## config.mk

```make
export PLATFORM = sky130hd
export DESIGN_NAME = sram_rd_pipe
export DESIGN_NICKNAME = d
export VERILOG_FILES = /design/src/rtl/sram_1rw1r_model.sv
export SDC_FILE = /design/constraint.sdc
export NUM_CORES = 1
export LEC_CHECK = 0
export ABC_AREA = 1
export BUFFER_PORTS_ARGS = -buffer_cell sky130_fd_sc_hd__buf_2
export CAP_MARGIN = 20
export CORE_UTILIZATION = 48
export DETAILED_ROUTE_END_ITERATION = 8
export GPL_TIMING_DRIVEN = 0
export HOLD_SLACK_MARGIN = 0.06
export PLACE_DENSITY = 0.76
export SYNTH_ARGS = -nofsm -noshare
export SYNTH_HDL_FRONTEND = slang
export SYNTH_SLANG_ARGS = --single-unit
export TNS_END_PERCENT = 1
```

## constraint.sdc

```tcl
create_clock -name clk -period 1.1 [get_ports clk]
set_clock_uncertainty 0.2 [all_clocks]
set_input_delay 0.22 -clock clk [delete_from_list [all_inputs] [get_ports clk]]
set_output_delay 0.22 -clock clk [all_outputs]
set_load 0.01 [all_outputs]
```

## src/rtl/sram_1rw1r_model.sv

```systemverilog
// Behavioural 1RW + 1R SRAM: byte write masks, READ_LATENCY-deep read pipeline with
// valid strobes, sticky out-of-range flag. Define SRAM_RW_BYPASS_EN for write-through on collisions.

module sram_rd_pipe #(
  parameter int DW  = 32,
  parameter int LAT = 1
) (
  input  logic          clk,
  input  logic          rstb,
  input  logic          rd_vld,
  input  logic [DW-1:0] rd_data,
  output logic [DW-1:0] dout,
  output logic          dvalid
);
  // Stage 0 captures the array at the accepting edge; stage LAT drives the port.
  logic [LAT:0]         vld_pipe;
  logic [LAT:0][DW-1:0] dat_pipe;

  // Data stages load only behind a valid, so the output stage holds the last read.
  always_ff @(posedge clk or negedge rstb) begin
    if (!rstb) begin
      vld_pipe <= '0;
      dat_pipe <= '0;
    end else begin
      vld_pipe <= {vld_pipe[LAT-1:0], rd_vld};
      if (rd_vld) dat_pipe[0] <= rd_data;
      for (int k = 1; k <= LAT; k++)
        if (vld_pipe[k-1]) dat_pipe[k] <= dat_pipe[k-1];
    end
  end

  assign dout   = dat_pipe[LAT];
  assign dvalid = vld_pipe[LAT];
endmodule


```

==> out/results.txt, run 1 <==
Die W -> 79.2 µm
final slew viol count -> 0
P per Cell Area -> 1440 mW/mm²
Fill cells -> 397
flop2flop setup slack -> -0.05 ns
slowest stage cell, crit path -> dfrtp_1
FMAX -> 729 MHz
VDD IR max -> 0.000825 V
CTS Buf Count -> 9
syn_area_per_cell -> 9.35 µm²
setup ws final -> -0.272 ns
WL final -> 6280 µm
CTS Root Cell -> clkbuf_8
Die ar. -> 0.00627 mm²
Core Rows -> 27
wire length per cell -> 12.3 µm
DR vias -> 2,318
Critical Path AT -> 0.95 ns
clk buf depth -> 2
Worst Hold Class -> input port to asynchronous set/reset pin
first-pass GRT wire length -> 10,400 µm
Worst-path clk slew -> 0.07 ns
synth-to-layout area growth -> 47.4%
Vias/cell -> 4.55
fin cells -> 510
sum of negative setup slack -> -8.57 ns
Post-CTS Hold Fix Bufs -> 33
Unique masters post-synth -> 8
Mapped Area -> 0.00286 mm²
number of antenna violations at the first check in global routing -> 0
Initial Utilization -> 50.7%
RSZ-0062 raised after global routing -> true
input/output buffers -> 67
R2R depth -> 4
CP endpoint kind -> output port
htree depth -> 3
CTS tree -> built
Post-Syn Instances -> 306
crit-path max FO -> 2
post-DP HPWL -> 3500 µm
Static Leak -> 0.00232 µW
DP Cell Count -> 445
Crit path top cell by count -> buf_6
max-cap viol count -> 0
failing checks -> hold timing, setup timing
grt total ovfl -> 0
Initial DRT Pass Iterations -> 4
Fin Hold WS -> -0.199 ns
Synth Register Bits -> 66
Final ANT Viol Nets -> 0
Crit path max-delay family -> flip-flops
startpoint class of the critical path -> flop
DR DRC count -> 0
Critical R2R Launch -> vld_pipe[0]
Syn Nets -> 341
status -> finished, violations left
clk sinks -> 66
worst slew pin tran -> 0.817 ns
crit path kind -> flop to output port
reg2reg end -> dout[11]
Rel. slew slack -> 45.5%
slowest stage delay, CP -> 0.40 ns
Fin. Hold Viols -> 66
number of nets in the layout -> 468
Global Route Usage Sum -> 22.0%
Tot Pwr -> 6080 µW
WP data required -> 0.68 ns
Clock Latency Late Sink -> 0.32 ns
chip height -> 79.2 µm
ant diodes -> 0
Final Cycle Share -> 125%
num ports -> 68
vias in the first global route -> 2,341
synth warn -> 0
crit path buf inv count -> 2
initial DRC count -> 86
layout cells sized above 1 -> 38.6%
largest net degree at the start of global routing -> 67
# setup viols final -> 63
post-layout min period -> 1.37 ns
post-synthesis sequential area ratio -> 57.7%
GPL Wtd Cong -> 0.735
worst path cell trace -> buf_6 > buf_6
core area -> 0.00564 mm²
[synthesized netlist by cell type]
cell      count  area share (%)
nand2_1     172              23
dfrtp_1      66              58
buf_4        33             8.7
nand2_2      20             4.4
buf_6         9             3.5
buf_12        2             1.4
clkbuf_8      2            0.96
inv_8         2            0.79
[stage by stage]
stage / utilization, % / worst slack (ns) / cell area, µm²
global placement: 58.3 / -0.631 / 3290
CTS: 74.2 / -0.276 / 4190
global route: 74.8 / -0.307 / 4220
finish: 74.8 / -0.272 / 4220
floorplan: - / 0.0377 / 2860
detailed placement: 58.3 / -0.0194 / 3290
[what timing repair did]
item	4_1_cts	5_1_grt
hold endpoints to repair	99	66
buffers inserted	20	1
resized for setup	54	6
endpoints found under the setup margin	63	64
[flip-flops by register name (all words and copies together) (netlist names)]
register  cells
dat_pipe     32
dout         32
vld_pipe      2
[logic make-up (layout without fill, tap and decap cells)]
family,Yosys count,after routing,synth area share [%]
simple gates,192,192,26.9
flops,66,66,57.7
buf+inv,48,180,15.3
[where the power goes]
part           switching, µW  internal (µW)
clock network            887           1030
registers                159           2670
logic                    521            810
total                   1570           4510
[worst max-delay path by stage]
| stage | cells after the start | slack [ns] | end | start |
|---|---|---|---|---|
| floorplan | 4 | 0.04 | dout[10] | vld_pipe[0] |
| global placement | 1 | -0.63 | dout[16] | rstb |
| detailed placement | 4 | -0.02 | dout[2] | vld_pipe[0] |
| CTS | 2 | -0.28 | dout[17] | dout[17] |
| global route | 2 | -0.31 | dout[19] | dout[19] |
| finish | 2 | -0.27 | dout[30] | dout[30] |
[layout make-up]
type / count / area, µm² / area share (%)
Clock inverter: 6 / 57.6 / 1.36
Buffer: 41 / 473 / 11.2
Clock buffer: 10 / 128 / 3.02
Inverter: 2 / 22.5 / 0.534
Sequential cell: 66 / 1650 / 39.1
Timing Repair Buffer: 121 / 1010 / 24.0
Tap cell: 72 / 90.1 / 2.14
Multi-Input combinational cell: 192 / 783 / 18.6
[routing by layer]
layer  vias to the layer above  track usage [%]  share of wire [%]
met3                        12             3.22                3.7
li1                       1139                -                  -
met1                      1111             26.0                 41
met4                         0             9.27                1.8
met5                         -                0                  0
met2                        56             39.7                 53
[cell usage in the layout, fill, tap and decap left out]
master	netlist	layout
clkbuf_1	0	1
nand2_1	172	169
clkbuf_8	2	11
dfrtp_1	66	66
buf_12	2	2
nand2_2	20	22
clkinvlp_4	0	1
clkinv_2	0	4
dlygate4sd3_1	0	33
buf_8	0	1
buf_4	33	26
buf_2	0	36
buf_6	9	62
inv_8	2	2
nand2_4	0	1
bufinv_16	0	1
[worst reg2reg max path, cell delays in order, from the launching register on]
cell	delay, ns
dfrtp_1	0.39
buf_6	0.15
clkbuf_8	0.16
nand2_1	0.08
nand2_1	0.06
No activity file was read; power rests on OpenSTA's default activity.
==> inputs of run 2 (changes only) <==
CORE_UTILIZATION = 52   (was 48)
PLACE_DENSITY = 0.79   (was 0.76)
clock period = 1.52 ns   (was 1.1 ns; I/O delays follow)
==> out/results.txt, run 2 (synthesis results as in run 1) <==
GPL Wtd Cong -> 0.712
CP endpoint kind -> output port
VDD IR max -> 0.000742 V
initial DRC count -> 145
DR DRC count -> 0
ant diodes -> 0
sequential cell area -> 0.00165 mm²
chip height -> 76.2 µm
crit path buf inv count -> 2
Critical Path AT -> 1.02 ns
Worst Hold Class -> flop to flop
num ports -> 68
final slew viol count -> 0
Fin. Hold Viols -> 0
clk buf depth -> 2
grt total ovfl -> 0
status -> completed
Critical R2R Launch -> vld_pipe[0]
core area -> 0.00520 mm²
slowest stage delay, CP -> 0.40 ns
CTS Root Cell -> clkbuf_8
crit path kind -> flop to output port
Vias/cell -> 4.46
RSZ-0062 raised after global routing -> true
most frequent cells in the layout -> nand2_1 (172), dfrtp_1 (66), buf_2 (66)
crit-path max FO -> 2
hold path depth -> 0
startpoint class of the critical path -> flop
wire length per cell -> 12.3 µm
placed inst area -> 0.00330 mm²
FMAX -> 658 MHz
reg2reg end -> dout[8]
CTS tree -> built
vias in the first global route -> 2,169
# setup viols final -> 0
P per Cell Area -> 1110 mW/mm²
Hold EP -> vld_pipe[1]
synth-to-layout area growth -> 34.6%
worst slew pin tran -> 0.500 ns
Final Cycle Share -> 100%
Final ANT Viol Nets -> 0
clk sinks -> 66
Static Leak -> 0.00218 µW
slowest stage cell, crit path -> dfrtp_1
Die W -> 76.2 µm
worst path cell trace -> buf_4 > buf_2
Core Rows -> 26
hold path startpoint -> vld_pipe[0]
Rel. slew slack -> 66.7%
Global Route Usage Sum -> 23.4%
first-pass GRT wire length -> 10,200 µm
multi-input combinational cell area -> 771 µm²
post-DP HPWL -> 3570 µm
layout cells sized above 1 -> 35.3%
flop2flop setup slack -> 0.36 ns
Initial DRT Pass Iterations -> 4
input/output buffers -> 67
post-layout min period -> 1.52 ns
WL final -> 6100 µm
DR vias -> 2,208
largest net degree at the start of global routing -> 37
CTS Buf Count -> 9
Fill cells -> 381
number of nets in the layout -> 455
Initial Utilization -> 55.0%
Die ar. -> 0.00580 mm²
R2R depth -> 4
most common cell after layout, fill and taps aside -> nand2_1
Crit path max-delay family -> flip-flops
Fin Hold WS -> 0.210 ns
max-cap viol count -> 0
Worst-path clk slew -> 0.07 ns
Clock Latency Late Sink -> 0.34 ns
WP data required -> 1.02 ns
number of antenna violations at the first check in global routing -> 0
Final Cell Area -> 0.00385 mm²
htree depth -> 3
## run 2: changes by cell type in the layout (fill, tap and decap cells not counted)
cell	change
clkbuf_4	+1
dlygate4sd3_1	+1
clkbuf_1	+2
buf_6	-53
clkinv_2	-3
nand2_4	-1
nand2_1	+3
buf_8	-1
buf_12	+1
clkinvlp_4	-1
clkbuf_8	+2
buf_2	+30
nand2_2	-2
buf_4	+8
## run 2: area by class of cell
class / count / share of cell area, %
flip-flops and latches: 66 / 42.9
clock buffers: 14 / 4.22
inverters: 2 / 0.585
clock inverters: 2 / 0.909
plain buffers: 46 / 10.8
repair buffers: 103 / 18.3
multi-input cells: 192 / 20.0
well taps: 70 / 2.27
## run 2: worst max-delay path by stage
stage,startpoint,slack [ns],to,cells after the start
5_1_grt,dout[8],-0.02,dout[8],2
3_5_place_dp,rstb,0.22,dout[23],2
6_report,dout[4],0.0007,dout[4],2
2_1_floorplan,vld_pipe[0],0.46,dout[10],4
4_1_cts,dout[8],-0.002,dout[8],2
3_3_place_gp,rstb,-0.27,dout[23],1
## run 2: where the power goes
part | internal, µW | switching, µW | total [µW]
clock network | 847 | 646 | 1490
registers | 1930 | 106 | 2040
logic | 396 | 334 | 729
total | 3170 | 1080 | 4260
## run 2: worst register-to-register path: stages (launching register included)
cell      delay [ns]
dfrtp_1         0.39
buf_6           0.15
clkbuf_8        0.16
nand2_1         0.08
nand2_1         0.06
## run 2: repair_timing
action	4_1_cts	5_1_grt
setup endpoints to repair	3	52
hold buffers	34	0
hold endpoints to repair	68	0
buffers inserted	1	0
resized for setup	0	1
pin swaps	0	0
## run 2: stage by stage
stage | util, % | TNS [ns] | setup slack (ns) | cells | power, µW
3_3_place_gp | 63.1 | -17.67 | -0.271 | 443 | 2680
3_5_place_dp | 63.5 | 0 | 0.220 | 444 | 2710
4_1_cts | 74.0 | -0.00292 | -0.00210 | 495 | 4270
5_1_grt | 74.0 | -0.180 | -0.0180 | 495 | 4440
2_1_floorplan | - | 0 | 0.458 | 306 | 2470
6_report | 74.0 | 0 | 0.000721 | 495 | 4260
## run 2: routing by layer
metal / GRT usage (%) / vias to the layer above / wire length (µm)
li1: - / 1111 / -
met1: 28.3 / 1030 / 2670
met2: 39.5 / 52 / 3070
met3: 4.43 / 15 / 202
met4: 13.3 / 0 / 162
met5: 0 / - / 0
==> inputs of run 3 (changes only) <==
CORE_UTILIZATION = 53   (was 52)
PLACE_DENSITY = 0.8   (was 0.79)
==> out/results.txt, run 3 (synthesis results as in run 1) <==
WL final -> 5850 µm
max-cap viol count -> 0
Core Rows -> 26
crit path kind -> flop to output port
status -> completed
input/output buffers -> 67
FMAX -> 670 MHz
hold path startpoint -> vld_pipe[0]
initial DRC count -> 93
DR vias -> 2,295
DR DRC count -> 0
Critical R2R Launch -> vld_pipe[0]
startpoint class of the critical path -> flop
num ports -> 68
layout cells sized above 1 -> 35.1%
wire length per cell -> 11.8 µm
clk sinks -> 66
Vias/cell -> 4.65
multi-input combinational cell area -> 771 µm²
most common cell after layout, fill and taps aside -> nand2_1
clk buf depth -> 2
crit path buf inv count -> 2
CTS tree -> built
CP endpoint kind -> output port
sequential cell area -> 0.00165 mm²
Die ar. -> 0.00570 mm²
placed inst area -> 0.00329 mm²
Final Cell Area -> 0.00384 mm²
Crit path max-delay family -> flip-flops
crit-path max FO -> 2
GPL Wtd Cong -> 0.725
Die W -> 75.5 µm
Worst Hold Class -> flop to flop
Initial Utilization -> 55.7%
final slew viol count -> 0
P per Cell Area -> 1100 mW/mm²
ant diodes -> 0
Final ANT Viol Nets -> 0
grt total ovfl -> 0
CTS Root Cell -> clkbuf_8
number of antenna violations at the first check in global routing -> 0
most frequent cells in the layout -> nand2_1 (172), dfrtp_1 (66), buf_2 (66)
slowest stage cell, crit path -> dfrtp_1
Global Route Usage Sum -> 22.5%
RSZ-0062 raised after global routing -> true
Fill cells -> 385
WP data required -> 1.02 ns
Clock Latency Late Sink -> 0.33 ns
slowest stage delay, CP -> 0.40 ns
Fin. Hold Viols -> 0
vias in the first global route -> 2,085
Critical Path AT -> 0.99 ns
Static Leak -> 0.00217 µW
Final Cycle Share -> 98.1%
# setup viols final -> 0
Worst Setup SP -> dout[19]
synth-to-layout area growth -> 34.1%
post-layout min period -> 1.49 ns
CTS Buf Count -> 9
Rel. slew slack -> 61.3%
worst path cell trace -> buf_4 > buf_2
worst slew pin tran -> 0.580 ns
sum of negative setup slack -> 0 ns
VDD IR max -> 0.000698 V
core area -> 0.00514 mm²
htree depth -> 3
chip height -> 75.5 µm
number of nets in the layout -> 454
Fin Hold WS -> 0.207 ns
first-pass GRT wire length -> 9200 µm
largest net degree at the start of global routing -> 67
post-DP HPWL -> 3530 µm
Initial DRT Pass Iterations -> 4
final core utilization -> 74.6%
Worst-path clk slew -> 0.07 ns
## run 3: cell types whose count changed in the layout (fill, tap and decap cells not counted), sizes merged
| cell | before | now |
|---|---|---|
| clkbuf | 17 | 16 |
## run 3: worst paths after layout
path | slack (ns) | to | cells after the start
max in group asynchronous | 0.39 | dat_pipe[20] | 2
min in group asynchronous | 0.33 | dat_pipe[3] | 2
worst max-delay path | 0.03 | dout[19] | 2
worst max register to register | 0.36 | dout[5] | 4
worst min-delay path | 0.21 | vld_pipe[1] | 0
worst min register to register | 0.21 | vld_pipe[1] | 0
## run 3: metrics by stage
step                std cells  total power, µW  setup slack (ns)
floorplan                 306             2470             0.458
global placement          443             2680            -0.286
global route              494             4410           -0.0119
CTS                       493             4230           0.00525
detailed placement        443             2710             0.333
finish                    494             4210            0.0284
## run 3: area by class of cell
type | instances | share of cell area (%)
Sequential cell | 66 | 43.1
Multi-Input combinational cell | 192 | 20.1
Timing Repair Buffer | 102 | 18.0
Buffer | 46 | 10.9
Clock buffer | 14 | 4.24
Tap cell | 70 | 2.28
Clock inverter | 2 | 0.913
Inverter | 2 | 0.587
## run 3: per-layer routing
| layer | track usage [%] | vias to the layer above | wire length (µm) |
|---|---|---|---|
| met4 | 16.0 | 0 | 269 |
| met3 | 4.37 | 26 | 257 |
| li1 | - | 1112 | - |
| met5 | 0 | - | 0 |
| met1 | 27.9 | 1078 | 2470 |
| met2 | 35.6 | 79 | 2850 |
## run 3: what timing repair did
| item | in CTS | in global routing |
|---|---|---|
| hold buffers | 34 | 0 |
| setup buffers | 0 | 1 |
| hold endpoints to repair | 99 | 0 |
| endpoints found under the setup margin | 0 | 11 |
| gates resized for setup | 0 | 1 |
## run 3: report_power, final
part           internal (µW)  total (µW)  switching (µW)
Sequential              1930        2030             104
Combinational            391         719             327
Clock                    847        1450             607
Total                   3170        4210            1040
